`src/rtl/clkdiv_pkg.sv`:
```
// rtl/clkdiv_pkg.sv - shared defaults and mode encodings for the clock-enable divider
package clkdiv_pkg;

  localparam int WIDTH_DEF       = 8;
  localparam int DEFAULT_DIV_DEF = 2;

  typedef enum logic {
    MODE_SQUARE = 1'b0,
    MODE_PULSE  = 1'b1
  } mode_e;

endpackage

```
`src/rtl/clkdiv_shadow.sv`:
```
// rtl/clkdiv_shadow.sv - pending-divisor shadow register with wrap-aligned adoption
// Ports: clk, CLR (sync, active-high), LOAD/DIV (divisor request), W (period wrap),
//        div_r (active divisor), LOAD_ACK (one-cycle adoption strobe).
module clkdiv_shadow
  import clkdiv_pkg::*;
#(
  parameter int WIDTH       = WIDTH_DEF,
  parameter int DEFAULT_DIV = DEFAULT_DIV_DEF
) (
  input  logic             clk,
  input  logic             CLR,
  input  logic             LOAD,
  input  logic [WIDTH-1:0] DIV,
  input  logic             W,
  output logic [WIDTH-1:0] div_r,
  output logic             LOAD_ACK
);

  logic [WIDTH-1:0] pend_div;
  logic             pend;
  logic [WIDTH-1:0] div_fix;

  // A zero divisor would never wrap; treat it as divide-by-1.
  assign div_fix = (DIV == '0) ? WIDTH'(1) : DIV;

  always_ff @(posedge clk) begin
    if (CLR) begin
      div_r    <= WIDTH'(DEFAULT_DIV);
      pend_div <= WIDTH'(DEFAULT_DIV);
      pend     <= 1'b0;
      LOAD_ACK <= 1'b0;
    end else begin
      LOAD_ACK <= 1'b0;
      if (W && (LOAD || pend)) begin
        // A request arriving on the wrap itself bypasses the shadow.
        div_r    <= LOAD ? div_fix : pend_div;
        pend     <= 1'b0;
        LOAD_ACK <= 1'b1;
      end else if (LOAD) begin
        pend_div <= div_fix;
        pend     <= 1'b1;
      end
    end
  end

endmodule

```
`src/rtl/clk_divn.sv`:
```
// rtl/clk_divn.sv - runtime-programmable clock-enable divider with square/pulse output
// Ports: clk, CLR (sync, active-high), T (count enable), DIV/LOAD (divisor request),
//        MODE (0 square, 1 pulse), Q (divided output), TICK (period-end strobe),
//        LOAD_ACK (new divisor adopted).
module clk_divn
  import clkdiv_pkg::*;
#(
  parameter int WIDTH       = WIDTH_DEF,
  parameter int DEFAULT_DIV = DEFAULT_DIV_DEF
) (
  input  logic             clk,
  input  logic             CLR,
  input  logic             T,
  input  logic [WIDTH-1:0] DIV,
  input  logic             LOAD,
  input  logic             MODE,
  output logic             Q,
  output logic             TICK,
  output logic             LOAD_ACK
);

  logic [WIDTH-1:0] cnt;
  logic [WIDTH-1:0] cnt_next;
  logic [WIDTH-1:0] div_r;
  logic [WIDTH:0]   half;
  logic             w;
  logic             q_next;

  // Divisors 0/1 wrap on every enabled cycle.
  assign w = T & ((div_r <= WIDTH'(1)) || (cnt == div_r - WIDTH'(1)));

  // ceil(div_r/2) computed one bit wider so div_r = 2^WIDTH-1 cannot overflow.
  assign half = ({1'b0, div_r} + (WIDTH+1)'(1)) >> 1;

  always_comb begin
    cnt_next = cnt;
    q_next   = Q;
    if (T) begin
      cnt_next = w ? '0 : cnt + WIDTH'(1);
    end
    if (mode_e'(MODE) == MODE_PULSE) begin
      q_next = w;
    end else if (T) begin
      q_next = ({1'b0, cnt_next} >= half);
    end
  end

  always_ff @(posedge clk) begin
    if (CLR) begin
      cnt  <= '0;
      Q    <= 1'b0;
      TICK <= 1'b0;
    end else begin
      cnt  <= cnt_next;
      Q    <= q_next;
      TICK <= w;
    end
  end

  clkdiv_shadow #(
    .WIDTH       (WIDTH),
    .DEFAULT_DIV (DEFAULT_DIV)
  ) u_shadow (
    .clk      (clk),
    .CLR      (CLR),
    .LOAD     (LOAD),
    .DIV      (DIV),
    .W        (w),
    .div_r    (div_r),
    .LOAD_ACK (LOAD_ACK)
  );

endmodule

```
`config.mk`:
```
export PLATFORM = sky130hd
export DESIGN_NAME = clk_divn
export DESIGN_NICKNAME = d
export VERILOG_FILES = /design/src/rtl/clkdiv_pkg.sv /design/src/rtl/clkdiv_shadow.sv /design/src/rtl/clk_divn.sv
export SDC_FILE = /design/constraint.sdc
export NUM_CORES = 1
export LEC_CHECK = 0
export ABC_AREA = 1
export CELL_PAD_IN_SITES_DETAIL_PLACEMENT = 2
export CELL_PAD_IN_SITES_GLOBAL_PLACEMENT = 2
export CORE_ASPECT_RATIO = 0.7
export CORE_MARGIN = 4
export CORE_UTILIZATION = 32
export CTS_CLUSTER_DIAMETER = 100
export DETAILED_ROUTE_END_ITERATION = 8
export PLACE_DENSITY = 0.76
export REMOVE_ABC_BUFFERS = 1
export SYNTH_ARGS = -nofsm -noshare
export SYNTH_HDL_FRONTEND = slang
export SYNTH_SLANG_ARGS = --single-unit
```
`constraint.sdc`:
```
create_clock -name clk -period 3.2 [get_ports clk]
set_input_delay 0.96 -clock clk [delete_from_list [all_inputs] [get_ports clk]]
set_output_delay 0.96 -clock clk [all_outputs]
set_load 0.02 [all_outputs]
```
**After elaboration in Yosys (flattened, before gate mapping)**

Cells that the tools add are included.

- Bits of input ports: 13
- Output and inout port bits: 3
- Word-level logic and storage cells: 27
- Register bits: 28

- Eq/ne operators: 1
- Bitwise gates (word level): 1
- Add/subtract/negate cells: 3
- Multiplexer cells: 7
- Magnitude comparators: 2
- Reduce and logical (&&, ||, !) cells: 6

Operators by type and width:

| cell | count |
|---|---|
| 8-bit two-way mux | 4 |
| 8-bit by 1-bit adder with 9-bit output (second input constant) | 1 |
| 8-bit by 1-bit adder with 8-bit output (second input constant) | 1 |
| 8-bit == test | 1 |
| 8-bit greater-or-equal comparator | 1 |
| 8-bit by 1-bit <= comparator with 1-bit output (second input constant) | 1 |
| 8-bit logical NOT | 1 |
| 8-bit by 1-bit subtractor with 8-bit output (second input constant) | 1 |
| 1-bit two-way mux | 3 |
| 1-bit logical OR | 2 |
| 2-bit nonzero test | 1 |
| 2-bit OR reduction | 1 |
| 1-bit AND | 1 |
| 1-bit logical AND | 1 |

**Logic depth before layout (Yosys ltp)**

- Word-level depth: 9
- Gate-level depth with buffers: 22
- Gate-level depth less buffers: 22

**Hierarchy**

From an unflattened synthesis, not the netlist that was laid out.

- Cells, all modules: 253
- Area, all modules: 1811.7 µm²

By module, submodules not included:

| module | cells each | area each (µm²) | sequential area each (µm²) | instances |
|---|---|---|---|---|
| clk_divn | 167 | 1088.5 | 200.2 | 1 |
| clkdiv_shadow | 86 | 723.2 | 360.3 | 1 |

**Worst setup path after synthesis**

Ideal clock, no wire load.

- Path type: input to register
- Start: input T
- End: register Q
- Data required time: 3.068 ns
- Library setup time: 0.132 ns
- Cell stages on the path: 17
- Data arrival time: 2.771 ns
- Path slack: 0.296 ns
- Cell sequence: buf_2 -> inv_1 -> nor3_1 -> inv_1 -> nor2_1 -> nand3_1 -> xor2_1 -> inv_1 -> nand2_1 -> inv_1 -> ha_1 -> nand2_1 -> nor2_1 -> a211oi_1 -> nand4_1 -> nand3_1 -> a21oi_1

- Word-level cells in the longest chain between the ends: 6
- Elaborated cells on any way between the ends: 7
- Classes of those cells: 1 x order compare; 4 x mux; 1 x bitwise; 1 x reduce/logical

RTL lines:

| element | line | RTL |
|---|---|---|
| start, declared | clk_divn.sv:13 | `input logic T,` |
| 1-bit AND | clk_divn.sv:30 | `assign w = T & ((div_r <= WIDTH'(1)) \|\| (cnt == div_r - WIDTH'(1)));` |
| 8-bit two-way mux | clk_divn.sv:39 | `cnt_next = w ? '0 : cnt + WIDTH'(1);` |
| 8-bit two-way mux * | clk_divn.sv:38 | `if (T) begin` |
| named net cnt_next[6] | clk_divn.sv:23 | `logic [WIDTH-1:0] cnt_next;` |
| 8-bit greater-or-equal comparator * | clk_divn.sv:44 | `q_next = ({1'b0, cnt_next} >= half);` |
| 1-bit two-way mux * | clk_divn.sv:43 | `end else if (T) begin` |
| 1-bit two-way mux * | clk_divn.sv:41 | `if (mode_e'(MODE) == MODE_PULSE) begin` |
| end signal, assigned | clk_divn.sv:55 | `Q <= q_next;` |
| end, declared | clk_divn.sv:17 | `output logic Q,` |

The timed path passes the listed nets; every way through them passes the cells marked *. The select of a mux whose other input is x is not followed.
A chain may end at the register's enable or synchronous reset.

**Worst setup path in the final report**

- Start: register u_shadow.div_r[1]
- End: register Q

- Word-level cells in the longest chain between the ends: 9
- Elaborated cells on any way between the ends: 11
- Classes of those cells: 2 x add/sub; 2 x order compare; 1 x eq/ne; 4 x mux; 1 x bitwise; 1 x reduce/logical

RTL lines:

| element | line | RTL |
|---|---|---|
| start, declared | clkdiv_shadow.sv:15 | `output logic [WIDTH-1:0] div_r,` |
| start signal, assigned | clkdiv_shadow.sv:28 | `div_r <= WIDTH'(DEFAULT_DIV);` |
| start signal, assigned | clkdiv_shadow.sv:36 | `div_r <= LOAD ? div_fix : pend_div;` |
| 8-bit by 1-bit subtractor with 8-bit output | clk_divn.sv:30 |  |
| 8-bit == test | clk_divn.sv:30 |  |
| 1-bit logical OR * | clk_divn.sv:30 |  |
| 1-bit AND * | clk_divn.sv:30 |  |
| 8-bit two-way mux * | clk_divn.sv:39 |  |
| 8-bit two-way mux * | clk_divn.sv:38 |  |
| named net cnt_next[5] | clk_divn.sv:23 |  |
| 8-bit greater-or-equal comparator * | clk_divn.sv:44 |  |
| 1-bit two-way mux * | clk_divn.sv:43 |  |
| 1-bit two-way mux * | clk_divn.sv:41 |  |

Marks and branches as above.

==> flow_summary.ini <==
[status]
status = finished clean

[timing]
worstMarginPinSlew_ns = 0.519
maxSlewViolCount = 0
fin_crit_sh = 0.962
fin_crit_ns = 3.08
max_slew_margin = 0.651
fmax_ghz = 0.325
hold_viol_final = 0
final.setup_skew_ns = 0.00675
setup_violations = 0
whs_ns = 0.479
timing.final.ws_setup_ns = 0.123

[worst_setup_path]
critPathTopFamily = simple AND/OR/NAND/NOR gates
crit_buf_inv = 4
rrSetupSlack_ns = 0.12
crit_cells = 22
endpoint_kind = flip-flop
reg2reg_depth = 22
r2r-start = u_shadow.div_r[1]
crit_chain = inv_2, ha_4, inv_1, nand2_1, nand2_1, nor2_1, nand3_1, nor2_1, nand2_1, nor2_4, nand2_4, a21oi_4, inv_4, nand2_4, inv_1, ha_4, a21oi_2, nor2_2, a211oi_2, nand4_1, nand3_1, a21oi_1
crit_end = Q
crit_start = u_shadow.div_r[1]
reg2reg_to = Q
cp_max_fo = 6
critPathMaxStageDelay_ns = 0.35
timing_worst_setup_path_type = reg -> reg
cp.required_ns = 3.39
critPathSlowestCell = dfxtp_2
worstPathArrival_ns = 3.26
start_kind = flip-flop
crit_top_cell = nand2_1

[yosys]
ys_types = 31
synth_ff_type = dfxtp_1
synth_edf_count = 0
syn-instance-count = 297
async_flop_share = 0
ys_seq_area_frac = 0.286
synth_area_um2 = 1960
synth_area_per_cell_um2 = 6.61
yosysTopAreaCellShare = 0.286
ys_seq_elements = 28
ys_warn_count = 0
synthTopCellsByArea = dfxtp_1, nand2_1, ha_1
synth_area_leader_cell = dfxtp_1

[clock_network]
cts-root-buf = clkbuf_8
clk_latency_ns = 0.28
clk_pin_slew_worst_paths_ns = 0.11
tritoncts = built
cts_max_level = 1
cts.path.max_buffers = 2
numCtsBuffers = 3
cts.sinks = 28

[routing]
drc_errors = 0
vias = 2077
postRouteAntennaNets = 0
drtIter0Drc = 80
vias_per_cell = 5.18
dr.pass1.iters = 4
wl_per_cell_um = 18.2
postRouteWirelength_mm = 7.30

[place]
portBuffers = 15
gp_congestion = 0.802
dpl.hpwl_mm = 5.47
dp_slack_ns = -0.379
placed_cell_area_um2 = 2260

[power_and_ir_drop]
clkPwrFrac = 0.204
netSwitchingFraction = 0.404
p_per_area_nw_per_um2 = 471
seqPwrFrac = 0.356
p_leak_nw = 1.17
irDropWorstVdd_v = 0.000199
total_power_mw = 1.15
p_comb_frac = 0.440
power.switching_uw = 466
p_int_uw = 687

[global_route]
antenna_found_initial = 0
grt_pass1_wl_mm = 11.3
first_global_vias = 2184
track_usage = 0.195
grt_max_degree = 32
overflow = 0

[finish]
syn_to_final_growth_pct = 24.6
drive_gt1_frac = 0.178
utilization = 0.419
final_area_um2 = 2450
final_cell_mix = nand2_1, inv_1, nand3_1
layout_commonest_cell = nand2_1
nets = 352
diodes = 0

[min_path]
hp-class = reg -> reg

[die]
rows = 23
die_w_um = 102
die_h_um = 73.5
boundaryPins = 16
dieArea_um2 = 7470
core-area_um2 = 5840
start_util = 0.336

[job]
cap_viol_max_count = 0
cell type report:
cell class / instances / area, um^2
sequential: 28 / 563
inverter: 40 / 153
clock buffer: 4 / 55.1
timing repair buffer: 37 / 330
fill: 730 / 3400
tap: 75 / 93.8
multi-input combinational: 217 / 1250
registers in the layout, summed over array words and instances (netlist names):
register and flops:
u_shadow.pend_div 8, cnt 8, u_shadow.pend 1, u_shadow.LOAD_ACK 1, u_shadow.div_r 8, Q 1, TICK 1
through the flow:
step | cells | setup TNS, ns
floorplan | 285 | 0
global placement | 393 | -0.193
detailed placement | 393 | -0.379
CTS | 397 | 0
global route | 401 | -0.0704
finish | 401 | 0
worst min path at each step:
stage | start | endpoint | slack [ns] | cells after the start
global placement | u_shadow.pend_div[2] | u_shadow.pend_div[2] | 0.46 | 2
detailed placement | u_shadow.pend_div[4] | u_shadow.pend_div[4] | 0.47 | 2
floorplan | u_shadow.pend_div[2] | u_shadow.pend_div[2] | 0.45 | 2
finish | u_shadow.pend_div[4] | u_shadow.pend_div[4] | 0.48 | 2
global route | u_shadow.pend_div[4] | u_shadow.pend_div[4] | 0.51 | 2
CTS | u_shadow.pend_div[4] | u_shadow.pend_div[4] | 0.48 | 2
power groups by stage:
stage          clock [mW]  combinational [mW]  sequential, mW
2_1_floorplan           0               0.266           0.418
3_3_place_gp            0               0.418           0.415
3_5_place_dp            0               0.439           0.416
4_1_cts             0.248               0.448           0.409
5_1_grt             0.263               0.557           0.415
6_report            0.235               0.508           0.410
cells in the mapped netlist, types with 6 or more instances:
master   count
ha_1        12
o21ai_0      6
a21oi_1      6
nor3_1       6
nand2_1     84
nand3_1     29
xor2_1       7
dfxtp_1     28
nand4_1     21
inv_1       37
nor2_1      26
worst min-delay path, cell delays in order, from the launching register on:
cell and delay [ns]:
dfxtp_1 0.32, nand4_1 0.08, nand2_1 0.04
logic make-up (layout without fill, tap and decap cells):
group           count (synthesis)  after routing  synth area share
xor+xnor                       11             11            0.0561
buf+inv                        52             81             0.119
flops                          28             28             0.286
fa+ha+maj                      12             12            0.0765
simple gates                  177            177             0.410
compound gates                 17             17            0.0529
per-layer routing:
metal  part of all wire  up-vias  GRT usage  wire (um)
li1                   -     1017          -          -
met1               0.51     1023      0.284       3750
met2               0.44       31      0.312       3250
met3              0.032        6     0.0323        233
met4             0.0094        0     0.0236         69
met5                  0        -          0          0
timing repair:
item	4_1_cts	5_1_grt
setup endpoints to repair	1	1
hold buffers	0	0
resized for setup	4	22
buffers inserted	0	4
pin swaps	0	10
No activity file was read; power rests on OpenSTA's default activity.
